<file path="src/rtl/sfifo_gen_if.sv">
// Bus bundle for the sfifo_gen single-clock FIFO: write side, read side,
// occupancy/flag outputs and the sticky-error controls.
interface sfifo_gen_if #(
    parameter int D_WIDTH = 8,
    parameter int ADDRS   = 4
);
    // Handshake: a push (pop) is taken on a rising edge only when push (pop) is
    // high and full (empty) is low as seen before that edge; flush overrides both.
    logic               push;
    logic [D_WIDTH-1:0] wr_data;
    logic               pop;
    logic [D_WIDTH-1:0] rd_data;
    logic               rd_valid;
    logic               flush;
    logic               clr_err;
    logic [ADDRS:0]     count;
    logic               full;
    logic               empty;
    logic               almost_full;
    logic               almost_empty;
    logic               overflow;
    logic               underflow;

    modport master (
        output push, wr_data, pop, flush, clr_err,
        input  rd_data, rd_valid, count, full, empty,
               almost_full, almost_empty, overflow, underflow
    );

    modport slave (
        input  push, wr_data, pop, flush, clr_err,
        output rd_data, rd_valid, count, full, empty,
               almost_full, almost_empty, overflow, underflow
    );
endinterface

</file>
<file path="src/rtl/sfifo_gen.sv">
// Parametrised single-clock FIFO with count, almost flags, sticky errors and a
// read port selectable between registered read and first-word-fall-through.
module sfifo_gen #(
    parameter int D_WIDTH   = 8,
    parameter int ADDRS     = 4,
    parameter int AF_THRESH = 12,
    parameter int AE_THRESH = 2,
    parameter int FWFT      = 0
) (
    input  logic        clk,
    input  logic        rst,
    sfifo_gen_if.slave  bus
);
    localparam int             DEPTH   = 2 ** ADDRS;
    localparam logic [ADDRS:0] C_DEPTH = (ADDRS + 1)'(DEPTH);
    localparam logic [ADDRS:0] C_AF    = (ADDRS + 1)'(AF_THRESH);
    localparam logic [ADDRS:0] C_AE    = (ADDRS + 1)'(AE_THRESH);

    if (AF_THRESH < 1 || AF_THRESH > DEPTH) begin : g_bad_af
        $error("sfifo_gen: AF_THRESH must lie in 1..DEPTH");
    end
    if (AE_THRESH < 0 || AE_THRESH >= DEPTH) begin : g_bad_ae
        $error("sfifo_gen: AE_THRESH must lie in 0..DEPTH-1");
    end

    logic [D_WIDTH-1:0] r_mem [DEPTH];
    logic [ADDRS-1:0]   r_wr_ptr;
    logic [ADDRS-1:0]   r_rd_ptr;
    logic [ADDRS:0]     r_count;
    logic               r_overflow;
    logic               r_underflow;

    logic               w_full;
    logic               w_empty;
    logic               w_push_ok;
    logic               w_pop_ok;
    logic               w_ovf_evt;
    logic               w_unf_evt;
    logic [ADDRS:0]     w_count_nxt;

    assign w_full    = (r_count == C_DEPTH);
    assign w_empty   = (r_count == '0);
    // Flush swallows both requests, so it can neither move data nor raise an error.
    assign w_push_ok = bus.push && !w_full  && !bus.flush;
    assign w_pop_ok  = bus.pop  && !w_empty && !bus.flush;
    assign w_ovf_evt = bus.push && w_full   && !bus.flush;
    assign w_unf_evt = bus.pop  && w_empty  && !bus.flush;

    always_comb begin
        w_count_nxt = r_count;
        case ({w_push_ok, w_pop_ok})
            2'b10:   w_count_nxt = r_count + 1'b1;
            2'b01:   w_count_nxt = r_count - 1'b1;
            default: w_count_nxt = r_count;
        endcase
    end

    always_ff @(posedge clk or posedge rst) begin
        if (rst) begin
            r_wr_ptr    <= '0;
            r_rd_ptr    <= '0;
            r_count     <= '0;
            r_overflow  <= 1'b0;
            r_underflow <= 1'b0;
        end else begin
            if (bus.flush) begin
                r_wr_ptr <= '0;
                r_rd_ptr <= '0;
                r_count  <= '0;
            end else begin
                if (w_push_ok) r_wr_ptr <= r_wr_ptr + 1'b1;
                if (w_pop_ok)  r_rd_ptr <= r_rd_ptr + 1'b1;
                r_count <= w_count_nxt;
            end
            // A new error event outranks a clear arriving in the same cycle.
            if (w_ovf_evt)        r_overflow  <= 1'b1;
            else if (bus.clr_err) r_overflow  <= 1'b0;
            if (w_unf_evt)        r_underflow <= 1'b1;
            else if (bus.clr_err) r_underflow <= 1'b0;
        end
    end

    always_ff @(posedge clk) begin
        if (w_push_ok) r_mem[r_wr_ptr] <= bus.wr_data;
    end

    if (FWFT != 0) begin : g_fwft
        // Head word is shown as soon as it exists; zero while empty keeps reset clean.
        assign bus.rd_data  = w_empty ? '0 : r_mem[r_rd_ptr];
        assign bus.rd_valid = !w_empty;
    end else begin : g_reg
        logic [D_WIDTH-1:0] r_rd_data;
        logic               r_rd_valid;

        always_ff @(posedge clk or posedge rst) begin
            if (rst) begin
                r_rd_data  <= '0;
                r_rd_valid <= 1'b0;
            end else begin
                r_rd_valid <= w_pop_ok;
                if (w_pop_ok) r_rd_data <= r_mem[r_rd_ptr];
            end
        end

        assign bus.rd_data  = r_rd_data;
        assign bus.rd_valid = r_rd_valid;
    end

    assign bus.count        = r_count;
    assign bus.full         = w_full;
    assign bus.empty        = w_empty;
    assign bus.almost_full  = (r_count >= C_AF);
    assign bus.almost_empty = (r_count <= C_AE);
    assign bus.overflow     = r_overflow;
    assign bus.underflow    = r_underflow;
endmodule

</file>
<file path="src/flat_wrapper.sv">
// flat-port wrapper written by rule: the top's interface ports become plain ports
module sfifo_gen_flat 
#(
    parameter int D_WIDTH   = 8,
    parameter int ADDRS     = 4,
    parameter int AF_THRESH = 12,
    parameter int AE_THRESH = 2,
    parameter int FWFT      = 0
)
  (clk, rst, bus_push, bus_wr_data, bus_pop, bus_flush, bus_clr_err, bus_rd_data, bus_rd_valid, bus_count, bus_full, bus_empty, bus_almost_full, bus_almost_empty, bus_overflow, bus_underflow);
  sfifo_gen_if #(.D_WIDTH(D_WIDTH), .ADDRS(ADDRS)) bus_i ();
  input  logic clk;
  input  logic rst;
  input wire logic [$bits(bus_i.push)-1:0] bus_push;
  input wire logic [$bits(bus_i.wr_data)-1:0] bus_wr_data;
  input wire logic [$bits(bus_i.pop)-1:0] bus_pop;
  input wire logic [$bits(bus_i.flush)-1:0] bus_flush;
  input wire logic [$bits(bus_i.clr_err)-1:0] bus_clr_err;
  output wire logic [$bits(bus_i.rd_data)-1:0] bus_rd_data;
  output wire logic [$bits(bus_i.rd_valid)-1:0] bus_rd_valid;
  output wire logic [$bits(bus_i.count)-1:0] bus_count;
  output wire logic [$bits(bus_i.full)-1:0] bus_full;
  output wire logic [$bits(bus_i.empty)-1:0] bus_empty;
  output wire logic [$bits(bus_i.almost_full)-1:0] bus_almost_full;
  output wire logic [$bits(bus_i.almost_empty)-1:0] bus_almost_empty;
  output wire logic [$bits(bus_i.overflow)-1:0] bus_overflow;
  output wire logic [$bits(bus_i.underflow)-1:0] bus_underflow;
  assign bus_i.push = bus_push;
  assign bus_i.wr_data = bus_wr_data;
  assign bus_i.pop = bus_pop;
  assign bus_i.flush = bus_flush;
  assign bus_i.clr_err = bus_clr_err;
  assign bus_rd_data = bus_i.rd_data;
  assign bus_rd_valid = bus_i.rd_valid;
  assign bus_count = bus_i.count;
  assign bus_full = bus_i.full;
  assign bus_empty = bus_i.empty;
  assign bus_almost_full = bus_i.almost_full;
  assign bus_almost_empty = bus_i.almost_empty;
  assign bus_overflow = bus_i.overflow;
  assign bus_underflow = bus_i.underflow;
  sfifo_gen #(.D_WIDTH(D_WIDTH), .ADDRS(ADDRS), .AF_THRESH(AF_THRESH), .AE_THRESH(AE_THRESH), .FWFT(FWFT)) u_core (.clk(clk), .rst(rst), .bus(bus_i));
endmodule
</file>
<file path="config.mk">
export PLATFORM = sky130hd
export DESIGN_NAME = sfifo_gen_flat
export DESIGN_NICKNAME = d
export VERILOG_FILES = /design/src/rtl/sfifo_gen_if.sv /design/src/rtl/sfifo_gen.sv /design/src/flat_wrapper.sv
export SDC_FILE = /design/constraint.sdc
export NUM_CORES = 1
export LEC_CHECK = 0
export BUFFER_PORTS_ARGS = -buffer_cell sky130_fd_sc_hd__buf_2
export CAP_MARGIN = 5
export CORE_UTILIZATION = 54
export DETAILED_ROUTE_END_ITERATION = 8
export GPL_TIMING_DRIVEN = 0
export PLACE_DENSITY = 0.84
export SLEW_MARGIN = 20
export SYNTH_ARGS = -nofsm -noshare
export SYNTH_HDL_FRONTEND = slang
export SYNTH_SLANG_ARGS = --single-unit
</file>
<file path="constraint.sdc">
create_clock -name clk -period 2.26 [get_ports clk]
set_clock_uncertainty 0.2 [all_clocks]
set_input_delay 0.678 -clock clk [delete_from_list [all_inputs] [get_ports clk]]
set_output_delay 0.678 -clock clk [all_outputs]
set_load 0.01 [all_outputs]
</file>
==> impl_metrics.csv, run 1 <==
group,metric,value,unit
sta,timing.final.crit_share,118,%
drt,route.detailed.drc,0,
sta,worst_pin_slew,0.904,ns
logic_synthesis,synth_area_per_cell,18.0,sq um
die,dieHeight,109,microns
finish,final_cell_mix,"edfxtp_1, buf_2, mux4_2",
die,initial_core_util,56.5,%
sta,hold_violations,0,
finish,drive_gt1_share,40.4,%
global_routing,grt_use_total,25.5,%
die,die_area,0.0120,sq mm
die,row_count,38,
drt,vias,3593,
sta,slew_headroom,39.3,%
critical_path,critPathKind,"flop to flop",
placement,hpwl,8010,microns
logic_synthesis,synthCells,346,
clock_tree,cts_tree,"done",
sta,rsz0062_at_grt,"yes",
critical_path,cp_max_fo,4,
worst_hold_path,min_path_type,"input port to asynchronous set/reset pin",
logic_synthesis,syn_area,0.00623,sq mm
power_and_ir_drop,pwr_density_cell,1110,mW/mm^2
global_routing,antenna_found_initial,0,
finish,final_common_cell,"edfxtp_1",
drt,first_pass_iters,5,
clock_tree,cts_hold_buf,0,
global_routing,grt_start_max_net_pins,25,
critical_path,cp_slowest_cell,"o41a_1",
placement,place_inst,517,
critical_path,endpoint_kind,"flop",
placement,finalWeightedCongestion,0.786,
die,ios,34,
finish,syn_to_final_growth,21.9,%
power_and_ir_drop,power.static_leakage,0.00255,uW
power_and_ir_drop,p_comb_share,27.5,%
run_status,violations,"negative setup slack",
power_and_ir_drop,p_sw_share,30.1,%
logic_synthesis,synthFlopType,"edfxtp_1",
global_routing,overflow,0,
finish,multi_input_area,0.00187,sq mm
sta,worst_slack,-0.411,ns
sta,slew_viol_final,0,
finish,fillers,647,
clock_tree,cts_root_buf,"clkbuf_16",
logic_synthesis,async_flop_share,15.8,%
drt,antenna_left,0,
flow_run,maxCapViolations,0,
placement,port_buffers,31,
clock_tree,clkSinkCount,152,
clock_tree,clk_latency,0.42,ns
logic_synthesis,ys_ff_latch,152,
clock_tree,cts_buffers,17,
finish,seqCellArea,0.00445,sq mm
logic_synthesis,yosysUniqueCellTypes,47,
drt,vias_per_cell,6.35,
logic_synthesis,ys_warn_count,0,
global_routing,grt_pass1_wl,20800,microns
clock_tree,cts_buffer_depth,2,
power_and_ir_drop,p_seq_share,40.1,%
die,die_w,109,microns
critical_path,max_stage_delay,0.46,ns
global_routing,grt_pass1_vias,3559,
sta,finalSetupViolations,108,
run_status,status,"finished, violations left",
power_and_ir_drop,power_frac_clock,32.3,%
finish,antennaDiodeCount,0,
logic_synthesis,ys_seq_area_share,71.3,%
power_and_ir_drop,ir_drop,0.000902,V
logic_synthesis,synth-edff-count,128,
critical_path,crit_required,2.36,ns
critical_path,critical_path.cell_chain,"buf_6 > o41a_1 > a211oi_4 > xor2_1 > ha_2 > o31ai_2 > nand2b_1 > mux2i_1 > o221a_1 > a21oi_2",
placement,pre_cts_slack,-0.569,ns
drt,routed_wl,14100,microns
clock_tree,path_clk_slew,0.07,ns
critical_path,cp-start-kind,"flop",
power_and_ir_drop,p_sw,2540,uW
sta,layout_min_cycle_time,2.67,ns
drt,drt_iter0_drc,321,
finish,final_util,68.8,%
clock_tree,htreeDepth,4,
power_and_ir_drop,intPower,5890,uW
critical_path,arrival,2.77,ns
finish,fin_nets,434,
sta,setup_tns,-5.72,ns
die,coreArea,0.0110,sq mm
sta,fmax,0.374,GHz
finish,fin_cells,566,
drt,wl_per_cell,24.9,microns
logic_synthesis,postSynthNetCount,367,
cells in the mapped netlist, types with 2 or more instances:
library cell,count,area share [%]
buf_2,6,0.48
xor2_1,5,0.70
edfxtp_1,128,62
nor3_1,6,0.48
xnor2_1,3,0.42
mux4_2,32,12
dfrtp_1,24,9.6
buf_6,3,0.54
nand2b_1,4,0.40
a21oi_1,6,0.48
nand3_1,3,0.24
a221oi_1,8,1.1
ha_1,7,1.4
o21ai_0,3,0.24
clkbuf_1,6,0.36
inv_1,7,0.42
nor2_1,34,2.0
nand2_1,14,0.84
mux2i_1,18,2.9
or2b_1,2,0.24
worst paths after layout:
path / cells past startpoint / from / end / slack (ns)
max in group asynchronous: 2 / rst / u_core.bus.count[0] / 1.26
worst max register to register: 10 / u_core.bus.count[2] / u_core.bus.count[4] / -0.41
worst min register to register: 2 / u_core.bus.overflow / u_core.bus.overflow / 0.32
worst max-delay path: 10 / u_core.bus.count[2] / u_core.bus.count[4] / -0.41
min in group clk: 2 / bus_flush / u_core.bus.count[4] / 0.26
worst min-delay path: 2 / rst / u_core.bus.rd_data[4] / 0.14
power groups by stage:
| stage | registers, uW | logic, uW | clock network [uW] |
|---|---|---|---|
| 3_3_place_gp | 3410 | 1820 | 0 |
| 5_1_grt | 3400 | 2490 | 2870 |
| 6_report | 3380 | 2320 | 2720 |
| 3_5_place_dp | 3430 | 1870 | 0 |
| 4_1_cts | 3370 | 2200 | 2730 |
| 2_1_floorplan | 3450 | 1290 | 0 |
through the flow:
stage	hold WS, ns	power, uW	instance area, sq um
after CTS	0.251	8300	7510
after floorplan	0.350	4740	6270
after detailed placement	0.316	5300	6600
after global placement	0.301	5230	6600
after global routing	0.198	8770	7590
final	0.138	8430	7590
final cells by class:
type / count / area share (%)
well taps: 140 / 2.31
inverters: 8 / 0.396
multi-input cells: 168 / 24.7
clock inverters: 14 / 1.83
plain buffers: 17 / 1.83
repair buffers: 49 / 4.73
flip-flops and latches: 152 / 58.6
clock buffers: 18 / 5.65
worst max-delay path, delay by kind of cell (launching register included):
family | cells | cell delay (ns)
compound gates | 5 | 1.22
xor+xnor | 1 | 0.12
fa+ha+maj | 1 | 0.21
buf+inv | 1 | 0.13
flops | 1 | 0.40
mux | 1 | 0.20
simple gates | 1 | 0.07
sequential cells by signal (all words and copies together), names as in the netlist:
| register | cells |
|---|---|
| u_core.r_mem | 128 |
| u_core.r_wr_ptr | 4 |
| u_core.bus.rd_valid | 1 |
| u_core.bus.rd_data | 8 |
| u_core.bus.overflow | 1 |
| u_core.r_rd_ptr | 4 |
| u_core.bus.underflow | 1 |
| u_core.bus.count | 5 |
logic make-up after synthesis:
group,count (synthesis),synth area share (%)
compound gates,30,3.84
xor+xnor,8,1.12
fa+ha+maj,7,1.41
buf+inv,26,2.13
flops,152,71.3
mux,51,14.6
simple gates,72,5.52
layer usage:
layer / GRT usage [%] / wire (microns) / part of all wire (%)
met5: 0 / 0 / 0
met4: 13.1 / 487 / 3.5
met3: 5.93 / 1150 / 8.2
met2: 39.9 / 6960 / 49
met1: 33.7 / 5470 / 39
what timing repair did:
action | CTS | global route
gates resized for setup | 45 | 15
setup buffers | 16 | 2
setup endpoints to repair | 143 | 142
cloned | 0 | 0
pin swaps | 10 | 1
endpoints found under the hold margin | 0 | 0
Power figures use the tool's default switching activity.
==> inputs of run 2 (changes only) <==
- ABC_AREA: default -> 1
- CORE_UTILIZATION: 54 -> 55
- PLACE_DENSITY: 0.84 -> 0.85
==> run 2 against run 1 <==
The flow still finishes with violations (negative setup slack). Count of clock-buffer cells in the layout rose by 1. Clock power barely moved. Combinational power grew 8%. Critical endpoint is now u_core.r_mem[14][0]. Largest power group unchanged.
==> impl_metrics.csv, run 2 <==
group,metric,value,unit
drt,route.detailed.drc,0,
die,dieHeight,110,microns
clock_tree,cts_tree,"done",
power_and_ir_drop,pwr_density_cell,1150,mW/mm^2
finish,drive_gt1_share,20.3,%
sta,worst_pin_slew,0.908,ns
placement,finalWeightedCongestion,0.958,
sta,slew_viol_final,0,
die,initial_core_util,56.4,%
finish,regMostFlops,"u_core.r_mem",
sta,layout_min_cycle_time,2.27,ns
worst_hold_path,min_path_type,"input port to asynchronous set/reset pin",
clock_tree,clk_latency,0.43,ns
finish,final_util,65.4,%
logic_synthesis,synth_area_leaders,"edfxtp_1, dfrtp_1, nor2_1, o21ai_0, o211ai_1",
global_routing,grt_pass1_vias,4649,
drt,wl_per_cell,20.9,microns
clock_tree,path_clk_slew,0.06,ns
critical_path,critPathLaunch,"bus_push",
global_routing,overflow,0,
sta,timing.final.crit_share,101,%
logic_synthesis,yosysMostFrequentCell,"edfxtp_1",
critical_path,rr_worst_depth,5,
clock_tree,htreeDepth,4,
logic_synthesis,ys_seq_area_share,69.3,%
drt,antenna_left,0,
die,die_area,0.0121,sq mm
sta,setup_tns,-0.0935,ns
critical_path,arrival,2.14,ns
critical_path,r2r_start,"u_core.bus.count[4]",
clock_tree,clkSinkCount,152,
finish,final_cell_mix,"edfxtp_1, nor2_1, o21ai_0",
die,ios,34,
global_routing,grt_use_total,28.0,%
logic_synthesis,syn_area,0.00642,sq mm
placement,port_buffers,33,
sta,rsz0062_at_grt,"yes",
clock_tree,cts_root_buf,"clkbuf_16",
drt,first_pass_iters,5,
power_and_ir_drop,p_comb_share,29.2,%
power_and_ir_drop,ir_drop,0.000702,V
run_status,violations,"negative setup slack",
critical_path,endpoint_kind,"flop",
clock_tree,cts_buffer_depth,2,
critical_path,reg2reg_slack,0.03,ns
finish,fin_nets,628,
logic_synthesis,synth_top_area_share,59.9,%
power_and_ir_drop,power.static_leakage,0.00272,uW
sta,worst_slack,-0.0140,ns
drt,routed_wl,15900,microns
run_status,status,"finished, violations left",
power_and_ir_drop,intPower,5690,uW
placement,hpwl,10300,microns
logic_synthesis,ys_warn_count,0,
die,row_count,39,
finish,antennaDiodeCount,0,
power_and_ir_drop,power_frac_clock,31.7,%
sta,hold_violations,0,
finish,largest_reg_flops,128,
logic_synthesis,ys_ff_latch,152,
logic_synthesis,yosysUniqueCellTypes,29,
finish,final_common_cell,"edfxtp_1",
logic_synthesis,synth-edff-count,128,
logic_synthesis,yosys-top-cells-count,"edfxtp_1, nor2_1, o21ai_0, nand2_1, o211ai_1",
global_routing,grt_pass1_wl,23800,microns
finish,syn_to_final_growth,16.0,%
power_and_ir_drop,p_sw,2880,uW
finish,fillers,805,
logic_synthesis,async_flop_share,15.8,%
global_routing,grt_start_max_net_pins,25,
drt,vias_per_cell,6.13,
critical_path,cp-start-kind,"input port",
die,die_w,110,microns
sta,slew_headroom,39.4,%
logic_synthesis,synth_area_per_cell,11.7,sq um
critical_path,crit_required,2.12,ns
logic_synthesis,synthFlopType,"edfxtp_1",
clock_tree,cts_buffers,17,
clock_tree,cts_hold_buf,0,
flow_run,maxCapViolations,0,
sta,finalSetupViolations,8,
global_routing,antenna_found_initial,0,
critical_path,cp_max_fo,8,
die,coreArea,0.0114,sq mm
drt,vias,4681,
logic_synthesis,postSynthNetCount,568,
drt,drt_iter0_drc,612,
sta,fmax,0.440,GHz
power_and_ir_drop,p_seq_share,39.1,%
logic_synthesis,synth_largest_area_cell,"edfxtp_1",
critical_path,critPathKind,"input port to flop",
logic_synthesis,synthCells,547,
critical_path,r2r-end,"u_core.r_mem[14][0]",
power_and_ir_drop,p_sw_share,33.6,%
[run 2: cell type report]
type,instances,area [sq um],share of cell area (%)
flip-flops and latches,152,4450,59.8
multi-input cells,339,1760,23.6
clock buffers,19,433,5.82
repair buffers,41,238,3.19
well taps,143,179,2.40
plain buffers,27,144,1.93
clock inverters,13,129,1.73
inverters,29,114,1.53
[run 2: worst max-delay path by stage]
stage	slack, ns	end
3_3_place_gp	-0.44	u_core.r_mem[1][0]
5_1_grt	-0.11	u_core.r_mem[14][0]
4_1_cts	-0.0006	bus_almost_empty
2_1_floorplan	0.07	u_core.r_mem[4][0]
3_5_place_dp	-0.51	u_core.r_mem[1][0]
6_report	-0.01	u_core.r_mem[14][0]
[run 2: metrics by stage]
step | total power [uW] | setup WS, ns | hold WS [ns] | area (sq um) | instances
floorplan | 4850 | 0.0679 | 0.349 | 6420 | 547
global placement | 5540 | -0.442 | 0.310 | 6760 | 723
detailed placement | 5630 | -0.507 | 0.325 | 6760 | 723
CTS | 8400 | -0.000565 | 0.247 | 7390 | 760
global route | 8910 | -0.109 | 0.272 | 7440 | 763
finish | 8570 | -0.0140 | 0.252 | 7440 | 763
[run 2: what timing repair did]
item                       in CTS  in global routing
setup endpoints to repair     131                 51
resized for setup              14                 10
setup buffers                   5                  3
pin swaps                       3                  4
[run 2: power groups by stage]
stage                     clock network, uW  registers (uW)  logic [uW]
final                                  2720            3350        2500
after global routing                   2830            3370        2720
after CTS                              2720            3350        2340
after detailed placement                  0            3430        2200
after global placement                    0            3410        2120
after floorplan                           0            3460        1390
[run 2: critical path, stage by stage]
cell,delay (ns)
buf_2,0.11
inv_1,0.05
nor2_1,0.20
nand2_4,0.13
inv_1,0.18
nand2_1,0.17
nor2_1,0.61
[run 2: logic make-up (layout without fill, tap and decap cells)]
| group | after synthesis | in the layout | synth area share [%] |
|---|---|---|---|
| buf+inv | 56 | 129 | 4.02 |
| simple gates | 200 | 200 | 13.6 |
| flops | 152 | 152 | 69.3 |
| compound gates | 132 | 132 | 11.7 |
| fa+ha+maj | 7 | 7 | 1.36 |
[run 2: routing by layer]
metal | global-route usage (%) | vias to the layer above | routed length, microns
met3 | 9.23 | 62 | 1750
met1 | 33.6 | 2257 | 5700
met2 | 44.9 | 295 | 7770
met4 | 14.9 | 0 | 683
met5 | 0 | - | 0
li1 | - | 2067 | -
